`src/rtl/ex3_load_format_pkg.sv`:
```
// Shared definitions for the EX3 load-result formatter: mode encodings,
// the no-write register id and the texture decoder format codes.
`timescale 1ns/1ps
package ex3_load_format_pkg;

    typedef enum logic [2:0] {
        MODE_NONE  = 3'd0,
        MODE_INT64 = 3'd1,
        MODE_S2D   = 3'd2,
        MODE_H2D   = 3'd3,
        MODE_H2S2  = 3'd4,
        MODE_M8H4  = 3'd5,
        MODE_LD48  = 3'd6,
        MODE_TEX   = 3'd7
    } ldMode_e;

    localparam logic [6:0] ZZR = 7'h3F;

    localparam logic [5:0] JX2_UCIX_CONV2_BLKUTX2       = 6'h04;
    localparam logic [5:0] JX2_UCIX_CONV2_RGB30APCK64F  = 6'h0C;
    localparam logic [5:0] JX2_UCIX_CONV2_BLKUTX3L      = 6'h14;
    localparam logic [5:0] JX2_UCIX_CONV2_BLKUTX3H      = 6'h15;
    localparam logic [5:0] JX2_UCIX_CONV2_BLKRGB15F     = 6'h18;
    localparam logic [5:0] JX2_UCIX_CONV2_BLKRGB15A     = 6'h19;
    localparam logic [5:0] JX2_UCIX_CONV2_BLKRGBA32     = 6'h1A;
    localparam logic [5:0] JX2_UCIX_CONV2_RGB32UPCK64FU = 6'h0D;

    // Maps the 3-bit texture descriptor field onto the decoder's format code.
    function automatic logic [5:0] texFmtDecode(input logic [2:0] desc);
        logic [5:0] fmt;
        case (desc)
            3'd0:    fmt = JX2_UCIX_CONV2_BLKUTX2;
            3'd1:    fmt = JX2_UCIX_CONV2_RGB30APCK64F;
            3'd2:    fmt = JX2_UCIX_CONV2_BLKUTX3L;
            3'd3:    fmt = JX2_UCIX_CONV2_BLKUTX3H;
            3'd4:    fmt = JX2_UCIX_CONV2_BLKRGB15F;
            3'd5:    fmt = JX2_UCIX_CONV2_BLKRGB15A;
            3'd6:    fmt = JX2_UCIX_CONV2_BLKRGBA32;
            default: fmt = JX2_UCIX_CONV2_RGB32UPCK64FU;
        endcase
        return fmt;
    endfunction

endpackage

```
`src/rtl/ex3_load_format_fp_small_widen.sv`:
```
// Widens a small float to a larger one; denormals flush to signed zero and
// the all-ones exponent (inf/NaN) keeps its payload.
`timescale 1ns/1ps
module fp_small_widen #(
    parameter int EW_IN      = 5,
    parameter int MW_IN      = 10,
    parameter int EW_OUT     = 11,
    parameter int MW_OUT     = 52,
    parameter int BIAS_DELTA = 1008
) (
    input  logic [EW_IN+MW_IN:0]   narrow,
    output logic [EW_OUT+MW_OUT:0] wide
);

    localparam logic [EW_OUT-1:0] DELTA = EW_OUT'(BIAS_DELTA);

    logic              sign;
    logic [EW_IN-1:0]  expIn;
    logic [MW_IN-1:0]  manIn;
    logic [EW_OUT-1:0] expBiased;
    logic [MW_OUT-1:0] manOut;

    assign {sign, expIn, manIn} = narrow;
    assign expBiased = EW_OUT'(expIn) + DELTA;
    assign manOut    = {manIn, {(MW_OUT-MW_IN){1'b0}}};

    always_comb begin
        wide = {sign, {(EW_OUT+MW_OUT){1'b0}}};
        if (expIn == '0) begin
            wide = {sign, {(EW_OUT+MW_OUT){1'b0}}};
        end else if (&expIn) begin
            wide = {sign, {EW_OUT{1'b1}}, manOut};
        end else begin
            wide = {sign, expBiased, manOut};
        end
    end

endmodule

```
`src/rtl/ex3_load_format.sv`:
```
// EX3 load-result formatter: converts raw load data to register form and
// registers it, with destination id, toward the WB port.
`timescale 1ns/1ps
module ex3_load_format
    import ex3_load_format_pkg::*;
(
    input  logic        clock,
    input  logic        reset,
    input  logic [2:0]  mode,
    input  logic        ld48_hi,
    input  logic        ld48_uns,
    input  logic        flush,
    input  logic [6:0]  dst_id,
    input  logic [63:0] mem_a,
    input  logic [2:0]  tex_desc,
    input  logic [3:0]  tex_coord,
    input  logic [63:0] tex_val,
    output logic [5:0]  tex_fmt,
    output logic [3:0]  tex_ix,
    output logic [6:0]  out_id,
    output logic [63:0] out_val,
    output logic        out_held
);

    ldMode_e     opMode;
    logic [63:0] s2dVal;
    logic [63:0] h2dVal;
    logic [63:0] h2sVal;
    logic [63:0] m8hVal;
    logic [63:0] ld48Val;
    logic [63:0] nextVal;

    assign opMode  = ldMode_e'(mode);
    assign tex_fmt = texFmtDecode(tex_desc);
    assign tex_ix  = tex_coord;

    fp_small_widen #(.EW_IN(8), .MW_IN(23), .EW_OUT(11), .MW_OUT(52), .BIAS_DELTA(896))
        uS2D (.narrow(mem_a[31:0]), .wide(s2dVal));

    fp_small_widen #(.EW_IN(5), .MW_IN(10), .EW_OUT(11), .MW_OUT(52), .BIAS_DELTA(1008))
        uH2D (.narrow(mem_a[15:0]), .wide(h2dVal));

    for (genvar i = 0; i < 2; i++) begin : genH2S
        fp_small_widen #(.EW_IN(5), .MW_IN(10), .EW_OUT(8), .MW_OUT(23), .BIAS_DELTA(112))
            uH2S (.narrow(mem_a[16*i +: 16]), .wide(h2sVal[32*i +: 32]));
    end

    // Each FP8 lane widens to 12 bits, left-aligned in its 16-bit slot.
    for (genvar i = 0; i < 4; i++) begin : genM8H
        logic [11:0] lane12;
        fp_small_widen #(.EW_IN(4), .MW_IN(3), .EW_OUT(5), .MW_OUT(6), .BIAS_DELTA(8))
            uM8H (.narrow(mem_a[8*i +: 8]), .wide(lane12));
        assign m8hVal[16*i +: 16] = {lane12, 4'h0};
    end

    assign ld48Val = ld48_hi ? {mem_a[47:0], 16'h0}
                             : {{16{mem_a[47] & ~ld48_uns}}, mem_a[47:0]};

    always_comb begin
        nextVal = '0;
        case (opMode)
            MODE_INT64: nextVal = mem_a;
            MODE_S2D:   nextVal = s2dVal;
            MODE_H2D:   nextVal = h2dVal;
            MODE_H2S2:  nextVal = h2sVal;
            MODE_M8H4:  nextVal = m8hVal;
            MODE_LD48:  nextVal = ld48Val;
            MODE_TEX:   nextVal = tex_val;
            default:    nextVal = '0;
        endcase
    end

    // Reset beats flush, and flush beats any op presented in the same cycle.
    always_ff @(posedge clock) begin
        if (reset) begin
            out_id   <= ZZR;
            out_val  <= '0;
            out_held <= 1'b0;
        end else if (opMode == MODE_NONE || flush) begin
            out_id   <= ZZR;
            out_val  <= '0;
            out_held <= 1'b0;
        end else begin
            out_id   <= dst_id;
            out_val  <= nextVal;
            out_held <= (opMode != MODE_INT64);
        end
    end

endmodule

```
`config.mk`:
```
export PLATFORM = sky130hd
export DESIGN_NAME = ex3_load_format
export DESIGN_NICKNAME = d
export VERILOG_FILES = /design/src/rtl/ex3_load_format_pkg.sv /design/src/rtl/ex3_load_format_fp_small_widen.sv /design/src/rtl/ex3_load_format.sv
export SDC_FILE = /design/constraint.sdc
export NUM_CORES = 1
export LEC_CHECK = 0
export ABC_AREA = 1
export BUFFER_PORTS_ARGS = -buffer_cell sky130_fd_sc_hd__buf_2
export CAP_MARGIN = 0
export CORE_MARGIN = 2
export CORE_UTILIZATION = 50
export CTS_CLUSTER_DIAMETER = 80
export DETAILED_ROUTE_END_ITERATION = 7
export GPL_ROUTABILITY_DRIVEN = 0
export PLACE_DENSITY = 0.76
export REMOVE_ABC_BUFFERS = 1
export SETUP_SLACK_MARGIN = 0.02
export SLEW_MARGIN = 5
export SYNTH_ARGS = -nofsm -noshare
export SYNTH_HDL_FRONTEND = slang
export SYNTH_HIERARCHICAL = 1
export SYNTH_SLANG_ARGS = --single-unit
export TNS_END_PERCENT = 50
```
`constraint.sdc`:
```
create_clock -name clock -period 3.6 [get_ports clock]
set_input_delay 0.9 -clock clock [delete_from_list [all_inputs] [get_ports clock]]
set_output_delay 0.9 -clock clock [all_outputs]
set_load 0.02 [all_outputs]
```
After elaboration in Yosys (flattened, before gate mapping). Cells that the tools add are included.

Register bits after elaboration: 72. Input port bits: 150. Output and inout bits: 82. Word-level logic and storage cells: 64.

Add/subtract/negate cells: 8. Equality and inequality tests: 14. Multiplexer cells: 19. Bitwise logic cells: 2. Reduce and logical (&&, ||, !) cells: 18.

Operators with widths (number): 64-bit one-hot mux with 7 select lines (1); 63-bit 2-to-1 mux (4); 31-bit 2-to-1 mux (4); 11-bit 2-to-1 mux (8); 64-bit 2-to-1 mux (1); 5-bit one-hot mux with 7 select lines (1); 3-bit == test (second input constant) (7); 4-bit by 4-bit adder with 5-bit output (second input constant) (4); 5-bit by 7-bit adder with 8-bit output (second input constant) (2); 4-bit zero test (4); 4-bit AND reduction (4); 3-bit by 2-bit == test with 1-bit output (second input constant) (4); 5-bit by 10-bit adder with 11-bit output (second input constant) (1); 8-bit by 10-bit adder with 11-bit output (second input constant) (1); 5-bit zero test (2); 5-bit AND reduction (2); 8-bit zero test (1); 8-bit AND reduction (1); 3-bit by 1-bit == test with 1-bit output (second input constant) (2); 3-bit zero test (2); 3-bit by 1-bit inequality test with 1-bit output (second input constant) (1); 2-bit OR reduction (1); 1-bit bitwise AND (1); 1-bit logical OR (1); 1-bit inverter (1).

Longest topological paths before layout.
Word-level depth: 4. Mapped depth: 10.

By module. Netlist, hierarchy kept.

By module, submodules not included: ex3_load_format (times used 1, cells an instance 1189, area an instance 6667.6 um^2, sequential area each 1441.4 um^2); fp_small_widen at genH2S[0].uH2S ... (times used 2, cells an instance 53, area an instance 277.8 um^2, sequential area each 0.0 um^2); fp_small_widen at uS2D (times used 1, cells an instance 104, area an instance 536.8 um^2, sequential area each 0.0 um^2); fp_small_widen at uH2D (times used 1, cells an instance 85, area an instance 518.0 um^2, sequential area each 0.0 um^2); fp_small_widen at genM8H[0].uM8H ... (times used 4, cells an instance 19, area an instance 103.8 um^2, sequential area each 0.0 um^2).

Worst setup path before layout. No wires, ideal clock.

Path kind: input to output. Start point: input tex_desc[0]. End point: output tex_fmt[4]. Arrival: 1.904 ns. Data required time: 2.700 ns. Path slack: 0.796 ns. Stages on the path: 3. Cell sequence: inv_1 o21ai_0 o21ai_0.

Cells in the longest elaborated chain, start to end: 2.

RTL lines: start: declaration (line ex3_load_format.sv:15) `input logic [2:0] tex_desc,`; 3-bit == test, or another cell as far along (line ex3_load_format_pkg.sv:31) `case (desc)`; 5-bit one-hot mux with 7 select lines (*) (line ex3_load_format_pkg.sv:31); end: declaration (line ex3_load_format.sv:18) `output logic [5:0] tex_fmt,`.

Every way passes the cells marked *; elsewhere a longest branch is shown, timed or not.

Worst setup path after layout. Same ends and word-level chain as after synthesis.

==> metrics.md <==
| Metric | Value |
|---|---|
| Run status | `finished, final reports clean` |
| Hold Buf Count CTS | `0` |
| Setup violators final | `0` |
| Gr ovfl total | `0` |
| Distinct cells, synth | `23` |
| Seq/Total Area, Yosys | `0.1658` |
| Vias per cell | `5.524` |
| Final Worst Setup Slack | `1.162 ns` |
| Top post-synthesis cells by count | `nand2_1, nand4_1, nor2_1` |
| Routed Antenna Nets | `0` |
| Hold Crit Class | `in -> reg` |
| Syn Std Cell Area | `a little under 9000 um2` |
| Post-synth top area share | `0.1821` |
| Final worst path period need | `2.438 ns` |
| CTS root buf | `clkbuf_16` |
| # rows | `between 40 and 50` |
| Num ports | `around 230` |
| Vias in the first global route | `roughly 8.7k` |
| Net count of the finished layout | `~1.8k` |
| Synthesized area per cell | `around 5.6 um2` |
| # diodes | `0` |
| Startpoint Class | `primary input` |
| Clk slew on worst S/H paths | `about 0.060 ns` |
| Area post-placement | `8926 um2` |
| Final max-slew violation count | `0` |
| Gate power share | `0.305` |
| Setup TNS | `0 ns` |
| Worst Setup End Kind | `output pin` |
| Simple-gate portion of the synthesized area | `0.5206` |
| Clock network power share | `0.381` |
| Pwr Density | `290.8 nW/um2` |
| Adder-cell area share of the yosys netlist | `0` |
| Synth Warn # | `6` |
| Count leader, synth | `nand2_1` |
| Largest family of logic cells by synthesized area | `simple AND/OR/NAND/NOR gates` |
| RSZ-0062 raised after global routing | `false` |
| Initial Util | `0.5061` |
| WP data arrival | `1.54 ns` |
| DR WL/cell | `about 16 um` |
| VDD IR max | `0.2268 mV` |
| First-pass GRT wire length | `44910 um` |
| Post-synthesis compound-gate area fraction | `0.05642` |
| WS Path Type | `in -> out` |
| Sw Ratio | `0.3581` |
| Max Cap Viol | `0` |
| Ranking of synthesized cells by area | `nand4_1, dfxtp_1, nand2_1` |
| CP max stage cell | `o21ai_0` |
| TritonCTS clock tree | `done` |
| Asr flop ratio synth | `0` |
| CTS Sinks | `72` |
| Drt initial violations | `1364` |
| Hpwl dp | `18040 um` |
| Final Hold Vio Count | `0` |
| Largest net degree at the start of global routing | `142` |
| Biggest area consumer among synthesized cells | `nand4_1` |
| Synth Area in XOR/XNOR | `0` |
| Core area | `17180 um2` |
| Vias post-DR | `10.18k` |
| Top_reg_cell synth | `dfxtp_1` |
| Mux cell area share after synthesis | `0` |
| Launch point of the critical path | `tex_desc[0]` |
| Port bufs | `between 200 and 250` |
| Cells after Synth | `1560` |
| Req. time, crit path | `2.70 ns` |
| FILL cells | `1864` |
| GR Util All Layers | `0.3061` |
| Final worst path period share | `0.6771` |
| Die W | `135.9 um` |
| Worst Max-Slew Pin Slew | `0.7418 ns` |
| Htree depth | `3` |
| Synth Register Bits | `72` |
| Area of the multi-input gates | `5436 um2` |
| Post-place setup slack | `between 0.9 and 1 ns` |
| Pint | `1728 uW` |
| Critical-path maximum fanout | `3` |
| Layout Area Growth over Synthesis | `6.491%` |
| Post-CTS setup buffer count | `0` |
| Drt drc | `0` |
| Post-CTS Resized | `0` |
| Slew margin rel. | `0.5043` |
| Initial antenna violation count | `1` |
| Die Y | `135.9 um` |
| Cell area after layout | `9258 um2` |
| CTS buffer count | `9` |
| Worst-case clock buffer depth | `2` |
| DIE AREA | `between 15000 and 20000 um2` |
| Crit path cell chain | `buf_2 > inv_1 > o21ai_0 > o21ai_0 > buf_2` |
| Fmax | `410.3 MHz` |
| Sequential power share | `0.314` |
| Number of enable flip-flop cells after synthesis | `0` |
| Leakage | `roughly 0.0052 uW` |
| Hold path startpoint | `dst_id[3]` |
| Detailed Route WL | `29430 um` |
| Reg area | `1441 um2` |
| Drt pass-1 iters | `5` |
| Pwr Total | `roughly 2700 uW` |
| Max stage delay on crit path | `0.19 ns` |
| Core Util, Final | `0.5390` |
| NetSw | `just under 1000 uW` |
| Layout cells sized above 1 | `0.1781` |
[registers in the layout (all words and copies together), names as in the netlist]
name and flops:
out_val 64, out_held 1, out_id 7
[stage by stage]
step	hold slack [ns]	std cells
finish	0.7269	1842
global route	0.7249	1842
CTS	0.7213	1842
detailed placement	1.090	1826
global placement	1.085	1826
floorplan	1.007	1362
[path summary, 6_finish.rpt]
check                    end  cells past startpoint  slack (ns)
setup / recovery  tex_fmt[4]                      5        1.16
hold / removal     out_id[3]                      2        0.73
[power by group through the flow]
stage | Combinational (uW) | Clock, uW | Sequential [uW]
after floorplan | 354 | 0 | 909
after global placement | 788 | 0 | 863
after detailed placement | 798 | 0 | 862
after CTS | 801 | 1040 | 845
after global routing | 900 | 1060 | 847
final | 821 | 1030 | 845
[kinds of logic (layout without fill, tap and decap cells)]
logic type             count (synthesis)  count (layout)
buffers and inverters                415             371
other                                  9             110
AOI/OAI and AO/OA                     92              92
and+or+nand+nor                      972             972
DFF                                   72              72
[layout make-up]
cell class,count,share of cell area
multi-input combinational,1174,0.5872
sequential,72,0.1557
inverter,116,0.04730
clock buffer,11,0.02730
timing repair buffer,239,0.1435
clock inverter,5,0.008515
tap,225,0.03041
[critical path: cells and delay by family]
kind / cells / cell delay (ns)
AOI/OAI and AO/OA: 2 / 0.32
buffers and inverters: 3 / 0.31
[placed cells by master, fill, tap and decap left out, types with 15 or more instances in the layout]
cell / count
conb_1: 110
nand4_1: 253
a21oi_1: 58
o21ai_0: 22
dfxtp_1: 72
inv_1: 112
nor2_2: 15
buf_2: 219
nand3_1: 99
nor2_1: 211
nand2_1: 378
[per-layer routing]
metal	GRT usage	part of all wire	routed length, um	vias up
met4	0.1389	0.034	995	2
li1	-	-	-	4973
met3	0.06786	0.12	3411	84
met5	0	0.00027	8	-
met2	0.4868	0.45	13320	585
met1	0.3955	0.40	11700	4532
No activity file was read; power rests on OpenSTA's default activity.
